==> src/rtl/pwm.sv <==
// Programmable PWM generator: a prescaler divides clk by T into ticks; pulse is high for ontime ticks, then low for offtime ticks.
// Optional PWM_SYNC_UPDATE_EN: settings are sampled into shadow registers only at each period start.
module pwm #(
    parameter int unsigned WIDTH     = 4,
    parameter int unsigned CNT_WIDTH = 2 * WIDTH
) (
    input  logic             clk,
    input  logic             rst,
    input  logic [WIDTH-1:0] ontime,
    input  logic [WIDTH-1:0] offtime,
    output logic             pulse,
    input  logic [WIDTH-1:0] T
);

    typedef enum logic {
        ON  = 1'b0,
        OFF = 1'b1
    } phase_t;

    phase_t               phase, phase_n;
    logic [CNT_WIDTH-1:0] presc, presc_n;
    logic [CNT_WIDTH-1:0] cnt, cnt_n;
    logic                 run;
    logic                 pulse_n;
    logic                 cap;

    logic [WIDTH-1:0]     on_s, off_s, t_s;
    logic [CNT_WIDTH-1:0] teff, cnt_inc;
    logic                 tick, on_done, off_done, on_live_nz;

`ifdef PWM_SYNC_UPDATE_EN
    logic [WIDTH-1:0] on_q, off_q, t_q;

    // Shadow copies, refreshed only when a new period begins
    always_ff @(posedge clk or negedge rst) begin
        if (!rst) begin
            on_q  <= '0;
            off_q <= '0;
            t_q   <= '0;
        end else if (cap) begin
            on_q  <= ontime;
            off_q <= offtime;
            t_q   <= T;
        end
    end

    assign on_s  = on_q;
    assign off_s = off_q;
    assign t_s   = t_q;
`else
    logic unused_cap;

    assign unused_cap = cap;
    assign on_s       = ontime;
    assign off_s      = offtime;
    assign t_s        = T;
`endif

    // Tick and phase-end decodes; >= keeps a lowered setting from wrapping the counters
    always_comb begin
        teff       = (t_s == '0) ? CNT_WIDTH'(1) : CNT_WIDTH'(t_s);
        tick       = (presc >= (teff - CNT_WIDTH'(1)));
        cnt_inc    = cnt + CNT_WIDTH'(1);
        on_done    = (cnt_inc >= CNT_WIDTH'(on_s));
        off_done   = (cnt_inc >= CNT_WIDTH'(off_s));
        on_live_nz = (ontime != '0);
    end

    // Next-state logic; pulse_n is the level for the coming cycle
    always_comb begin
        phase_n = phase;
        cnt_n   = cnt;
        pulse_n = pulse;
        cap     = 1'b0;
        presc_n = tick ? '0 : (presc + CNT_WIDTH'(1));

        if (!run) begin
            // First cycle after reset: start the ON phase without advancing the prescaler
            presc_n = presc;
            cnt_n   = '0;
            phase_n = ON;
            cap     = 1'b1;
            pulse_n = on_live_nz;
        end else begin
            case (phase)
                ON: begin
                    if (on_s == '0) begin
                        cnt_n = '0;
                        if (off_s != '0) begin
                            phase_n = OFF;
                            pulse_n = 1'b0;
                        end else begin
                            cap     = 1'b1;
                            pulse_n = on_live_nz;
                        end
                    end else if (tick) begin
                        if (on_done) begin
                            cnt_n = '0;
                            if (off_s == '0) begin
                                cap     = 1'b1;
                                pulse_n = on_live_nz;
                            end else begin
                                phase_n = OFF;
                                pulse_n = 1'b0;
                            end
                        end else begin
                            cnt_n = cnt_inc;
                        end
                    end
                end
                OFF: begin
                    if ((off_s == '0) || (tick && off_done)) begin
                        phase_n = ON;
                        cnt_n   = '0;
                        cap     = 1'b1;
                        pulse_n = on_live_nz;
                    end else if (tick) begin
                        cnt_n = cnt_inc;
                    end
                end
                default: begin
                    phase_n = ON;
                    cnt_n   = '0;
                    pulse_n = 1'b0;
                end
            endcase
        end
    end

    // State register
    always_ff @(posedge clk or negedge rst) begin
        if (!rst) begin
            phase <= ON;
            presc <= '0;
            cnt   <= '0;
            run   <= 1'b0;
            pulse <= 1'b0;
        end else begin
            phase <= phase_n;
            presc <= presc_n;
            cnt   <= cnt_n;
            run   <= 1'b1;
            pulse <= pulse_n;
        end
    end

endmodule

==> config.mk <==
export PLATFORM = sky130hd
export DESIGN_NAME = pwm
export DESIGN_NICKNAME = d
export VERILOG_FILES = /design/src/rtl/pwm.sv
export SDC_FILE = /design/constraint.sdc
export NUM_CORES = 1
export LEC_CHECK = 0
export ABC_CLOCK_PERIOD_IN_PS = 4150
export BUFFER_PORTS_ARGS = -buffer_cell sky130_fd_sc_hd__buf_2
export CAP_MARGIN = 10
export CORE_ASPECT_RATIO = 2
export CORE_MARGIN = 5
export CORE_UTILIZATION = 30
export CTS_CLUSTER_DIAMETER = 80
export CTS_CLUSTER_SIZE = 10
export DETAILED_ROUTE_END_ITERATION = 10
export PLACE_DENSITY_LB_ADDON = 0.08
export SYNTH_ARGS = -nofsm -noshare
export SYNTH_HDL_FRONTEND = slang
export SYNTH_SLANG_ARGS = --single-unit
==> constraint.sdc <==
create_clock -name clk -period 4.15 [get_ports clk]
set_input_delay 1.245 -clock clk [delete_from_list [all_inputs] [get_ports clk]]
set_output_delay 1.245 -clock clk [all_outputs]
set_load 0.005 [all_outputs]
==> metrics <==
status completed; layout cells sized above 1 0.122; Final Hold Vio Count 0; clock share of power 0.171; Post-DP HPWL 2980 µm; Layout area overhead 12.5%; nets@finish 212; Power Total 757 µW; first-pass GRT wire length 6040 µm; Antenna Nets Post-Route 0; Internal 446 µW; Worst EP arrival 3.57 ns; post-synthesis sequential area ratio 0.330; Synth Area in Adders 0.147; Ys Warns 0; post-synthesis mux area share 0.0139; largest net degree at the start of global routing 21; Port-buffer cells 14; Syn Area/Cell 8.91 µm²; Psw 310 µW; VDD IR max 0.000258 V; post-synth top area cell dfrtp_1; DR DRC count 0; skew final 0.00190 ns; CP Cell Sequence buf_2 -> or2_2 -> o21ai_0 -> ha_1 -> a21oi_1 -> nand3_1 -> o211a_1 -> nand2b_1 -> and4_1 -> o31a_1; Switching Share 0.410; hold buffer count at cts 0; cts repair resizes 0; WL/cell 15.7 µm; H-tree levels 1; max cap viols 0; Max Buffers Root-to-Sink 2; Starting Density 0.311; clock root cell clkbuf_8; die area 0.00638 mm²; Top Family by Delay on Critical Path compound AO/OA/AOI/OAI gates; main flop type after synthesis dfrtp_1; fmax 292 MHz; CTS tree done; slew at the pin with the worst max-slew slack 0.673 ns; ant diodes 0; Area contributors post-synth dfrtp_1 33%, ha_1 15%, o21ai_0 4.5%, nand2_1 3.6%, nand3_1 3.1%; CP required 4.29 ns; Setup violations, final 0; routed vias 1229; Tcrit/Tclk final 0.826; Rows 35; gp weighted congestion 0.822; Die Width 59.0 µm; Routed WL 3680 µm; share of the synthesized area in the top cell type 0.330; area share of and/or/nand/nor cells after synthesis 0.235; kind of critical path in2reg; Place WS 0.460 ns; core area 0.00464 mm²; Synth top cells by count 19 x dfrtp_1, 17 x ha_1, 14 x nand2_1; RSZ-0062 raised after global routing no; Syn Std Cell Area 0.00144 mm²; CP max FO 12; Post-synth EDFFs 0; initial DRC count 17; Pleak 0.000836 µW; share of synthesized registers carrying an async set or reset 1.00; largest family of logic cells by synthesized area simple AND/OR/NAND/NOR gates; leading cell type by number of instances after synthesis dfrtp_1; DR pass1 iterations 4; Seq pwr share 0.387; GRT overflow 0; CP max stage cell o211a_1; Setup crit start kind primary input; Pins Over Slew Limit 0; Netlist cell types 45; power density cells 466 mW/mm²; Avg Vias per Cell 5.23; # Post-CTS Setup Buffers 0; flops & latches, synth 19; Buf/Inv on CP 1; Synth Area in Compound Gates 0.199; setup TNS 0 ns; Synth Area in XOR/XNOR 0.0364; Tightest Hold Check Type reg2reg; # clock sinks 19; Total Routing Usage GR 0.126; Mapped Cells 162; die extent in y 108 µm; combinational share of power 0.441; Crit. End Element flop; Rel. slew slack 0.547; Num CTS Buffers 3; Fill cells 522; Ports 15; Clock transition at path regs 0.07 ns; vias in the first global route 1297; worst setup margin 0.722 ns; max incr delay on CP 0.36 ns; final worst path period need 3.43 ns; antenna violations before repair 0; Worst-Skew Late Latency 0.25 ns
[final cells by class]
type | count | area, µm² | share of cell area
clock buffer | 4 | 45.0 | 0.0278
timing repair buffer | 14 | 70.1 | 0.0432
sequential | 19 | 475 | 0.293
tap | 55 | 68.8 | 0.0424
multi-input combinational | 134 | 930 | 0.573
inverter | 9 | 33.8 | 0.0208
[routing by layer]
layer / vias to the layer above / global-route usage / wire [µm]
li1: 615 / - / -
met1: 595 / 0.117 / 1340
met2: 17 / 0.264 / 2210
met3: 2 / 0.0119 / 99
met4: 0 / 0.0389 / 29
met5: - / 0 / 0
[stage by stage]
step / utilization / hold WS [ns] / area [µm²] / std cells
after global placement: 0.340 / 0.511 / 1580 / 231
final: 0.350 / 0.538 / 1620 / 235
after floorplan: - / 0.476 / 1460 / 166
after detailed placement: 0.340 / 0.520 / 1580 / 231
after CTS: 0.350 / 0.538 / 1620 / 235
after global routing: 0.350 / 0.580 / 1620 / 235
[final timing paths]
check                                     startpoint              endpoint  slack, ns  cells after the start
min in group asynchronous                        rst    cnt[4]$_DFFE_PN0P_       0.94                      1
worst min-delay path            presc[6]$_DFFE_PN0P_  presc[6]$_DFFE_PN0P_       0.54                      1
max in group asynchronous                        rst    cnt[0]$_DFFE_PN0P_       2.90                      1
worst max register to register    cnt[0]$_DFFE_PN0P_    cnt[1]$_DFFE_PN0P_       1.56                      8
worst min register to register  presc[6]$_DFFE_PN0P_  presc[6]$_DFFE_PN0P_       0.54                      1
worst max-delay path                            T[0]    cnt[2]$_DFFE_PN0P_       0.72                     10
[cell usage in the layout, fill, tap and decap left out, drive strengths merged, types with 2 or more instances in the layout]
cell	Yosys	layout
nor3b	2	2
inv	9	9
nand4	2	2
dfrtp	19	19
o31ai	2	2
conb	1	5
and2	4	4
ha	17	17
or3	2	2
a21boi	2	2
a21oi	7	7
a211oi	3	3
nor4	2	2
and3	3	3
clkbuf	3	4
o211a	2	2
nor2	10	10
nand3	9	9
buf	1	14
o21ai	14	14
nand2	14	14
xor2	3	3
xnor2	3	3
o211ai	2	2
nand2b	8	8
mux2i	2	2
nor3	3	3
[registers in the layout, indices dropped and copies added, names as in the netlist]
name / cells
cnt: 8
phase: 1
presc: 8
pulse: 1
run: 1
[power groups by stage]
stage / Sequential, µW / Clock [µW] / Combinational, µW
2_1_floorplan: 272 / 0 / 254
3_3_place_gp: 298 / 0 / 323
3_5_place_dp: 297 / 0 / 337
4_1_cts: 293 / 136 / 339
5_1_grt: 300 / 144 / 378
6_report: 293 / 130 / 334
[worst reg2reg max path, delay by kind of cell (launching register included)]
kind                     cells  cell delay [ns]
AO/OA/AOI/OAI                5             1.34
adder cells (fa/ha/maj)      2             0.51
flip-flops                   1             0.47
XOR/XNOR                     1             0.19
[cells by family after synthesis]
group,after synthesis
and+or+nand+nor,63
AOI/OAI and AO/OA,41
DFF,19
adders and majority gates,17
buffers and inverters,13
xor gates and xnor gates,6
muxes,2
other,1
No activity file was read; power rests on OpenSTA's default activity.
